--- src/rtl/priority_grant_ctrl_pkg.sv ---
// prio_pkg: shared definitions for priority_grant_ctrl.
//   IDX_W    - width of the encoded request index
//   GRANT_W  - width of the one-hot grant vector
//   state_t  - grant FSM state encoding
//   to_onehot - index to one-hot helper used by the grant decoder
package prio_pkg;

    localparam int IDX_W   = 2;
    localparam int GRANT_W = 1 << IDX_W;

    typedef enum logic [1:0] {
        IDLE = 2'd0,
        REQ  = 2'd1,
        DONE = 2'd2
    } state_t;

    function automatic logic [GRANT_W-1:0] to_onehot(input logic [IDX_W-1:0] idx);
        return GRANT_W'(1) << idx;
    endfunction

endpackage

--- src/rtl/priority_grant_ctrl_if.sv ---
// priority_grant_ctrl_if: request/grant bundle between the upstream encoder,
// the consumer and priority_grant_ctrl.
//   code, valid   - encoded request and its qualifier from the encoder
//   ack           - consumer acknowledge
//   irq_req       - request pending toward the consumer
//   irq_id, grant - latched index and its one-hot form
//   busy          - controller not idle
//   svc_count     - saturating count of acknowledged requests
//   timeout       - one-cycle pulse on ack timeout
// Modports: master = environment side, slave = controller side.
interface priority_grant_ctrl_if #(
    parameter int CNT_W = 8
);
    import prio_pkg::*;

    logic [IDX_W-1:0]   code;
    logic               valid;
    logic               ack;
    logic               irq_req;
    logic [IDX_W-1:0]   irq_id;
    logic [GRANT_W-1:0] grant;
    logic               busy;
    logic [CNT_W-1:0]   svc_count;
    logic               timeout;

    modport master (
        output code, valid, ack,
        input  irq_req, irq_id, grant, busy, svc_count, timeout
    );

    modport slave (
        input  code, valid, ack,
        output irq_req, irq_id, grant, busy, svc_count, timeout
    );

endinterface

--- src/rtl/priority_grant_ctrl_dec2to4.sv ---
// dec2to4: 2-to-4 one-hot decoder with enable.
//   en     - when low the output is all zeros
//   idx    - index to decode
//   onehot - 1 << idx when enabled
module dec2to4
    import prio_pkg::*;
(
    input  logic               en,
    input  logic [IDX_W-1:0]   idx,
    output logic [GRANT_W-1:0] onehot
);

    assign onehot = en ? to_onehot(idx) : '0;

endmodule

--- src/rtl/priority_grant_ctrl.sv ---
// priority_grant_ctrl: latches an encoded request, holds it toward the
// consumer until acknowledged, and counts serviced requests.
//   clk - rising-edge clock
//   rst - synchronous active-high reset
//   bus - priority_grant_ctrl_if.slave (code/valid/ack in, grant side out)
// Optional feature: define TIMEOUT_EN to abandon a request that has not been
// acknowledged within TIMEOUT_CYCLES REQ cycles (pulses timeout). Without it
// REQ waits indefinitely and timeout is tied low.
//
// state | meaning
// IDLE  | nothing pending; valid latches code and starts a request
// REQ   | irq_req high, grant held, waiting for ack
// DONE  | one-cycle completion gap before returning to IDLE
module priority_grant_ctrl
    import prio_pkg::*;
#(
    parameter int CNT_W          = 8,
    parameter int TIMEOUT_CYCLES = 15
) (
    input  logic                  clk,
    input  logic                  rst,
    priority_grant_ctrl_if.slave  bus
);

    localparam logic [CNT_W-1:0] CNT_MAX = {CNT_W{1'b1}};

    state_t           state;
    logic             irq_req_q;
    logic [IDX_W-1:0] irq_id_q;
    logic             busy_q;
    logic [CNT_W-1:0] svc_count_q;
    logic [GRANT_W-1:0] grant_w;

`ifdef TIMEOUT_EN
    localparam int TIMER_W = $clog2(TIMEOUT_CYCLES + 1);
    // Expiry is judged on the last permitted REQ cycle, so the timer counts
    // the REQ cycles already spent without ack.
    localparam logic [TIMER_W-1:0] TIMER_LAST = TIMER_W'(TIMEOUT_CYCLES - 1);

    logic [TIMER_W-1:0] timer;
    logic               timeout_q;
`endif

    always_ff @(posedge clk) begin
        if (rst) begin
            state       <= IDLE;
            irq_req_q   <= 1'b0;
            irq_id_q    <= '0;
            busy_q      <= 1'b0;
            svc_count_q <= '0;
`ifdef TIMEOUT_EN
            timer       <= '0;
            timeout_q   <= 1'b0;
`endif
        end else begin
`ifdef TIMEOUT_EN
            timeout_q <= 1'b0;
`endif
            case (state)
                IDLE: begin
                    if (bus.valid) begin
                        state     <= REQ;
                        irq_id_q  <= bus.code;
                        irq_req_q <= 1'b1;
                        busy_q    <= 1'b1;
`ifdef TIMEOUT_EN
                        timer     <= '0;
`endif
                    end
                end
                REQ: begin
                    // ack takes precedence over a coincident expiry
                    if (bus.ack) begin
                        state     <= DONE;
                        irq_req_q <= 1'b0;
                        if (svc_count_q != CNT_MAX) begin
                            svc_count_q <= svc_count_q + 1'b1;
                        end
                    end
`ifdef TIMEOUT_EN
                    else if (timer == TIMER_LAST) begin
                        state     <= DONE;
                        irq_req_q <= 1'b0;
                        timeout_q <= 1'b1;
                    end else begin
                        timer <= timer + 1'b1;
                    end
`endif
                end
                DONE: begin
                    state  <= IDLE;
                    busy_q <= 1'b0;
                end
                default: begin
                    state     <= IDLE;
                    irq_req_q <= 1'b0;
                    busy_q    <= 1'b0;
                end
            endcase
        end
    end

    dec2to4 u_dec (
        .en     (irq_req_q),
        .idx    (irq_id_q),
        .onehot (grant_w)
    );

    assign bus.irq_req   = irq_req_q;
    assign bus.irq_id    = irq_id_q;
    assign bus.grant     = grant_w;
    assign bus.busy      = busy_q;
    assign bus.svc_count = svc_count_q;
`ifdef TIMEOUT_EN
    assign bus.timeout   = timeout_q;
`else
    assign bus.timeout   = 1'b0;
`endif

endmodule

--- src/flat_wrapper.sv ---
// flat-port wrapper written by rule: the top's interface ports become plain ports
module priority_grant_ctrl_flat import prio_pkg::*;
#(
    parameter int CNT_W          = 8,
    parameter int TIMEOUT_CYCLES = 15
)
  (clk, rst, bus_code, bus_valid, bus_ack, bus_irq_req, bus_irq_id, bus_grant, bus_busy, bus_svc_count, bus_timeout);
  priority_grant_ctrl_if #(.CNT_W(CNT_W)) bus_i ();
  input  logic clk;
  input  logic rst;
  input wire logic [$bits(bus_i.code)-1:0] bus_code;
  input wire logic [$bits(bus_i.valid)-1:0] bus_valid;
  input wire logic [$bits(bus_i.ack)-1:0] bus_ack;
  output wire logic [$bits(bus_i.irq_req)-1:0] bus_irq_req;
  output wire logic [$bits(bus_i.irq_id)-1:0] bus_irq_id;
  output wire logic [$bits(bus_i.grant)-1:0] bus_grant;
  output wire logic [$bits(bus_i.busy)-1:0] bus_busy;
  output wire logic [$bits(bus_i.svc_count)-1:0] bus_svc_count;
  output wire logic [$bits(bus_i.timeout)-1:0] bus_timeout;
  assign bus_i.code = bus_code;
  assign bus_i.valid = bus_valid;
  assign bus_i.ack = bus_ack;
  assign bus_irq_req = bus_i.irq_req;
  assign bus_irq_id = bus_i.irq_id;
  assign bus_grant = bus_i.grant;
  assign bus_busy = bus_i.busy;
  assign bus_svc_count = bus_i.svc_count;
  assign bus_timeout = bus_i.timeout;
  priority_grant_ctrl #(.CNT_W(CNT_W), .TIMEOUT_CYCLES(TIMEOUT_CYCLES)) u_core (.clk(clk), .rst(rst), .bus(bus_i));
endmodule
--- config.mk ---
export PLATFORM = sky130hd
export DESIGN_NAME = priority_grant_ctrl_flat
export DESIGN_NICKNAME = d
export VERILOG_FILES = /design/src/rtl/priority_grant_ctrl_pkg.sv /design/src/rtl/priority_grant_ctrl_if.sv /design/src/rtl/priority_grant_ctrl_dec2to4.sv /design/src/rtl/priority_grant_ctrl.sv /design/src/flat_wrapper.sv
export SDC_FILE = /design/constraint.sdc
export NUM_CORES = 1
export LEC_CHECK = 0
export CORE_MARGIN = 3
export CORE_UTILIZATION = 45
export DETAILED_ROUTE_END_ITERATION = 8
export GPL_ROUTABILITY_DRIVEN = 0
export GPL_TIMING_DRIVEN = 0
export PLACE_DENSITY = 0.85
export REMOVE_ABC_BUFFERS = 1
export SLEW_MARGIN = 25
export SYNTH_ARGS = -nofsm -noshare
export SYNTH_HDL_FRONTEND = slang
export SYNTH_SLANG_ARGS = --single-unit
export TNS_END_PERCENT = 5
--- constraint.sdc ---
create_clock -name clk -period 3.1 [get_ports clk]
set_input_delay 0.31 -clock clk [delete_from_list [all_inputs] [get_ports clk]]
set_output_delay 0.31 -clock clk [all_outputs]
set_load 0.03 [all_outputs]
Yosys cells after proc, flatten, opt, wreduce, memory -nomap -nowiden
Index checks and enable logic that the tools add are counted.

operators by class
  add/sub/neg operators = 1
  eq/ne operators = 5
  shift operators = 1
  muxes and demuxes = 8
  bitwise gates (word level) = 2
  reduce and logical (&&, ||, !) cells = 6

operator list
  operator               number
  $add A8 B1 Y8 const B  1
  $ne A8 B8 Y1 const B   1
  $reduce_and A2 Y1      3
  $reduce_and A3 Y1      2
  $mux W2                2
  $mux W4                1
  $ne A2 B2 Y1 const B   2
  $pmux W2 S2            1
  $shl A1 B2 Y4 const A  1
  $pmux W1 S3            1
  $eq A2 B1 Y1 const B   1
  $eq A2 B2 Y1 const B   1
  $logic_not A2 Y1       1
  $mux W1                2
  $not A1 Y1             2
  $pmux W1 S2            1

word-level totals
  bits in registers = 14
  logic and storage cells = 28

Logic depth before layout (Yosys ltp)
  depth after elaboration = 3
  gate-level depth with buffers = 5

Hierarchy
Synthesis repeated with hierarchy kept, for this count alone.

second synthesis, totals
  cells, all modules = 73
  area total of the unflattened synthesis = 675.6 um^2

modules (own cells, without submodules)
  module               instances  cells each  area an instance (um^2)
  priority_grant_ctrl  1          69          638.1
  dec2to4              1          4           37.5

Worst setup path after synthesis
OpenSTA, ideal clock, no wires.

  path kind = flip-flop to output port
  start = register u_core.irq_req_q (netlist: u_core.bus.irq_req)
  end = output bus_grant[0]
  arrival = 1.327 ns
  data required time = 2.790 ns
  setup slack = 1.463 ns
  stages on the path, launching flop included = 2
  cell sequence = dfxtp_1 > nor3b_1

on the way
  cells in the longest elaborated chain, start to end = 1

ends and longest elaborated chain
  what                    line                               text
  from (decl)             priority_grant_ctrl.sv:28          logic irq_req_q;
  from (signal assigned)  priority_grant_ctrl.sv:47          irq_req_q <= 1'b0;
  from (signal assigned)  priority_grant_ctrl.sv:64          irq_req_q <= 1'b1;
  from (signal assigned)  priority_grant_ctrl.sv:75          irq_req_q <= 1'b0;
  $mux W4                 priority_grant_ctrl_dec2to4.sv:13  assign onehot = en ? to_onehot(idx) : '0;
  to (decl)               flat_wrapper.sv:16                 output wire logic [$bits(bus_i.grant)-1:0] bus_grant;

Every way passes these cells.

Worst setup path in the final report
Ends and elaborated chain as after synthesis.

==> metrics.txt <==
# TYPE chip_impl_metric gauge
chip_impl_metric{name="cts.hold.buffers_added",unit=""} 0
chip_impl_info{name="startpoint_type",value="flip-flop"} 1
chip_impl_metric{name="total_half_perimeter_wirelength_after_legalization_and_detailed_placement",unit="mm"} 1.11
chip_impl_metric{name="die_height",unit="microns"} 44.0
chip_impl_metric{name="route.detailed.wl_per_inst",unit="microns"} 13.4
chip_impl_metric{name="irDropWorstVdd",unit="V"} 0.000420
chip_impl_metric{name="fin_hold_ws",unit="ns"} 0.513
chip_impl_metric{name="critical_path_arrival",unit="ns"} 1.58
chip_impl_metric{name="postLayoutCellArea",unit="sq um"} 905
chip_impl_info{name="most_common_cell_after_layout_fill_and_taps_aside",value="sky130_fd_sc_hd__clkdlybuf4s50_1"} 1
chip_impl_metric{name="period_minus_slack",unit="ns"} 1.89
chip_impl_metric{name="place_inst",unit=""} 107
chip_impl_metric{name="ys_warn_count",unit=""} 0
chip_impl_metric{name="dieWidth",unit="microns"} 44.0
chip_impl_metric{name="grt_start_max_net_pins",unit=""} 15
chip_impl_metric{name="post-route-period-util",unit="%"} 61.1
chip_impl_metric{name="finish.utilization",unit="%"} 67.8
chip_impl_metric{name="gr-total-overflow",unit=""} 0
chip_impl_info{name="outcome",value="completed"} 1
chip_impl_info{name="end_kind",value="primary output"} 1
chip_impl_metric{name="global_route_usage_over_all_layers",unit="%"} 17.9
chip_impl_metric{name="vias",unit=""} 608
chip_impl_metric{name="setup_viol",unit=""} 0
chip_impl_metric{name="clock-sinks",unit=""} 14
chip_impl_metric{name="post_dp_cell_area",unit="sq um"} 868
chip_impl_metric{name="antennaDiodeCount",unit=""} 0
chip_impl_metric{name="synthesis.area_per_instance",unit="sq um"} 8.91
chip_impl_metric{name="drt_iter0_drc",unit=""} 10
chip_impl_metric{name="final_cell_count_no_fill",unit=""} 111
chip_impl_metric{name="cp_data_required_time",unit="ns"} 2.79
chip_impl_metric{name="numCtsBuffers",unit=""} 3
chip_impl_metric{name="worst-path-max-fanout",unit=""} 6
chip_impl_metric{name="maximum_count_of_clock_buffers_along_a_single_path",unit=""} 2
chip_impl_metric{name="antenna_violations_before_repair",unit=""} 0
chip_impl_metric{name="ioPinCount",unit=""} 23
chip_impl_metric{name="synthesis.instances",unit=""} 73
chip_impl_metric{name="post_cts.repair.setup_buffers",unit=""} 0
chip_impl_metric{name="register_area_share_after_synthesis",unit="%"} 43.1
chip_impl_metric{name="cts_repair_resize_count",unit=""} 0
chip_impl_metric{name="report.final.slew_viol_count",unit=""} 0
chip_impl_info{name="rsz0062_at_grt",value="false"} 1
chip_impl_metric{name="cts.reportedPaths.clkPinSlew",unit="ns"} 0.09
chip_impl_metric{name="first_global_vias",unit=""} 558
chip_impl_metric{name="nNetsFinal",unit=""} 104
chip_impl_metric{name="total_power",unit="mW"} 0.388
chip_impl_metric{name="achievable-frequency",unit="GHz"} 0.528
chip_impl_metric{name="drt-pass1-iter-count",unit=""} 4
chip_impl_metric{name="syn2layout_area_growth",unit="%"} 39.0
chip_impl_metric{name="slew_of_the_pin_with_the_lowest_slew_margin",unit="ns"} 0.530
chip_impl_metric{name="floorplan.initialDensity",unit="%"} 48.8
chip_impl_metric{name="maxCapViolCount",unit=""} 0
chip_impl_info{name="synthTopCellsByArea",value="sky130_fd_sc_hd__dfxtp_1 43%, sky130_fd_sc_hd__nor2_1 6.3%, sky130_fd_sc_hd__a21oi_1 4.6%"} 1
chip_impl_metric{name="power.leakage",unit="nW"} 0.341
chip_impl_info{name="cts_tree",value="built"} 1
chip_impl_metric{name="die-area",unit="sq um"} 1940
chip_impl_metric{name="synth-seq-cells",unit=""} 14
chip_impl_metric{name="cts_max_level",unit=""} 1
chip_impl_metric{name="finalHoldViolations",unit=""} 0
chip_impl_metric{name="drive_gt1_share",unit="%"} 8.33
chip_impl_metric{name="fp-row-count",unit=""} 13
chip_impl_metric{name="synth.lib_cells_used.distinct",unit=""} 30
chip_impl_metric{name="worstSkewPairLatency",unit="ns"} 0.28
chip_impl_metric{name="place.port_buffers",unit=""} 21
chip_impl_info{name="layout_common_cells",value="21 x sky130_fd_sc_hd__clkdlybuf4s50_1, 14 x sky130_fd_sc_hd__dfxtp_1, 11 x sky130_fd_sc_hd__nor2_1, 6 x sky130_fd_sc_hd__a21oi_1, 5 x sky130_fd_sc_hd__nand2_1"} 1
chip_impl_metric{name="core_region_area",unit="sq um"} 1330
chip_impl_metric{name="power.density_cell_area",unit="nW/um^2"} 428
chip_impl_metric{name="grt_first_pass_wirelength",unit="mm"} 2.49
chip_impl_metric{name="final_critical_path_setup_slack",unit="ns"} 1.21
chip_impl_metric{name="drc_errors",unit=""} 0
chip_impl_metric{name="max_slew_margin",unit="%"} 64.6
chip_impl_info{name="path_class",value="reg -> out"} 1
chip_impl_metric{name="ant_nets",unit=""} 0
chip_impl_info{name="synth.largest_area_cell",value="sky130_fd_sc_hd__dfxtp_1"} 1
chip_impl_metric{name="synth_top_cell_area_share",unit="%"} 43.1
chip_impl_metric{name="finalWirelength",unit="mm"} 1.49
chip_impl_metric{name="pre_cts_setup_slack",unit="ns"} 1.26
chip_impl_metric{name="tns",unit="ns"} 0
chip_impl_info{name="hold_path_class",value="reg -> reg"} 1
chip_impl_metric{name="worst_clock_skew",unit="ns"} 0.00970
chip_impl_metric{name="drt-vias-per-instance",unit=""} 5.48
chip_impl_info{name="root_buffer",value="sky130_fd_sc_hd__clkbuf_4"} 1
chip_impl_metric{name="mappedNetlistArea",unit="sq um"} 651
-- per-layer routing --
layer	vias up	GRT usage (%)	share of wire (%)
met4	0	7.23	1.7
met2	20	27.6	49
met1	275	22.7	44
met3	2	6.10	5.1
met5	-	0	0
li1	311	-	-
-- cell families after synthesis --
group,synth area share (%)
adder cells (fa/ha/maj),1.92
flip-flops,43.1
XOR/XNOR,2.69
AND/OR/NAND/NOR,31.5
buffers and inverters,2.31
other,0.576
multiplexers,4.62
AO/OA/AOI/OAI,13.3
-- registers in the layout, summed over array words and instances, names as in the netlist --
signal / count
u_core.bus.svc_count: 8
u_core.bus.irq_id: 2
u_core.bus.busy: 1
u_core.bus.irq_req: 1
u_core.state: 2
-- worst max-delay path: stages, from the launching register on --
cell	delay [ns]
sky130_fd_sc_hd__dfxtp_1	0.41
sky130_fd_sc_hd__nor3b_1	0.19
sky130_fd_sc_hd__clkdlybuf4s50_1	0.70
-- where the power goes --
group / internal, mW / switching (mW) / leakage [nW] / total [mW]
clock: 0.0715 / 0.0614 / 0.0210 / 0.133
combinational: 0.0268 / 0.0319 / 0.206 / 0.0588
sequential: 0.187 / 0.00907 / 0.114 / 0.196
-- Yosys cell counts --
cell type	n
sky130_fd_sc_hd__or4_1	1
sky130_fd_sc_hd__a2111oi_0	1
sky130_fd_sc_hd__nor2_1	11
sky130_fd_sc_hd__and3_2	1
sky130_fd_sc_hd__inv_1	1
sky130_fd_sc_hd__or3_1	1
sky130_fd_sc_hd__and4b_1	1
sky130_fd_sc_hd__clkbuf_1	1
sky130_fd_sc_hd__o31ai_1	1
sky130_fd_sc_hd__and3_1	2
sky130_fd_sc_hd__nand3_1	2
sky130_fd_sc_hd__a211oi_1	2
sky130_fd_sc_hd__nor3_1	4
sky130_fd_sc_hd__and3b_4	1
sky130_fd_sc_hd__and4_1	1
sky130_fd_sc_hd__nand4_1	1
sky130_fd_sc_hd__buf_4	1
sky130_fd_sc_hd__conb_1	1
sky130_fd_sc_hd__a21oi_1	6
sky130_fd_sc_hd__o21ba_2	1
sky130_fd_sc_hd__ha_1	1
sky130_fd_sc_hd__xor2_1	1
sky130_fd_sc_hd__nor3b_1	2
sky130_fd_sc_hd__dfxtp_1	14
sky130_fd_sc_hd__xnor2_1	1
sky130_fd_sc_hd__mux2i_1	3
sky130_fd_sc_hd__o21ai_0	3
sky130_fd_sc_hd__nand4_4	1
sky130_fd_sc_hd__nand2_1	5
sky130_fd_sc_hd__nand3b_1	1
-- path summary, 6_finish.rpt --
| check | start | endpoint | slack [ns] | cells after the start |
|---|---|---|---|---|
| setup reg to reg | u_core.bus.svc_count[0] | u_core.bus.svc_count[1] | 1.50 | 5 |
| hold / removal | u_core.state[1] | u_core.bus.busy | 0.51 | 1 |
| setup / recovery | u_core.bus.irq_req | bus_grant[0] | 1.21 | 2 |
| hold reg to reg | u_core.state[1] | u_core.bus.busy | 0.51 | 1 |
-- area by class of cell --
type	count	area, sq um
clock buffers	4	36.3
inverters	1	3.75
multi-input cells	56	355
repair buffers	21	210
fillers	122	429
flip-flops and latches	14	280
well taps	15	18.8
No activity file was read; power rests on OpenSTA's default activity.
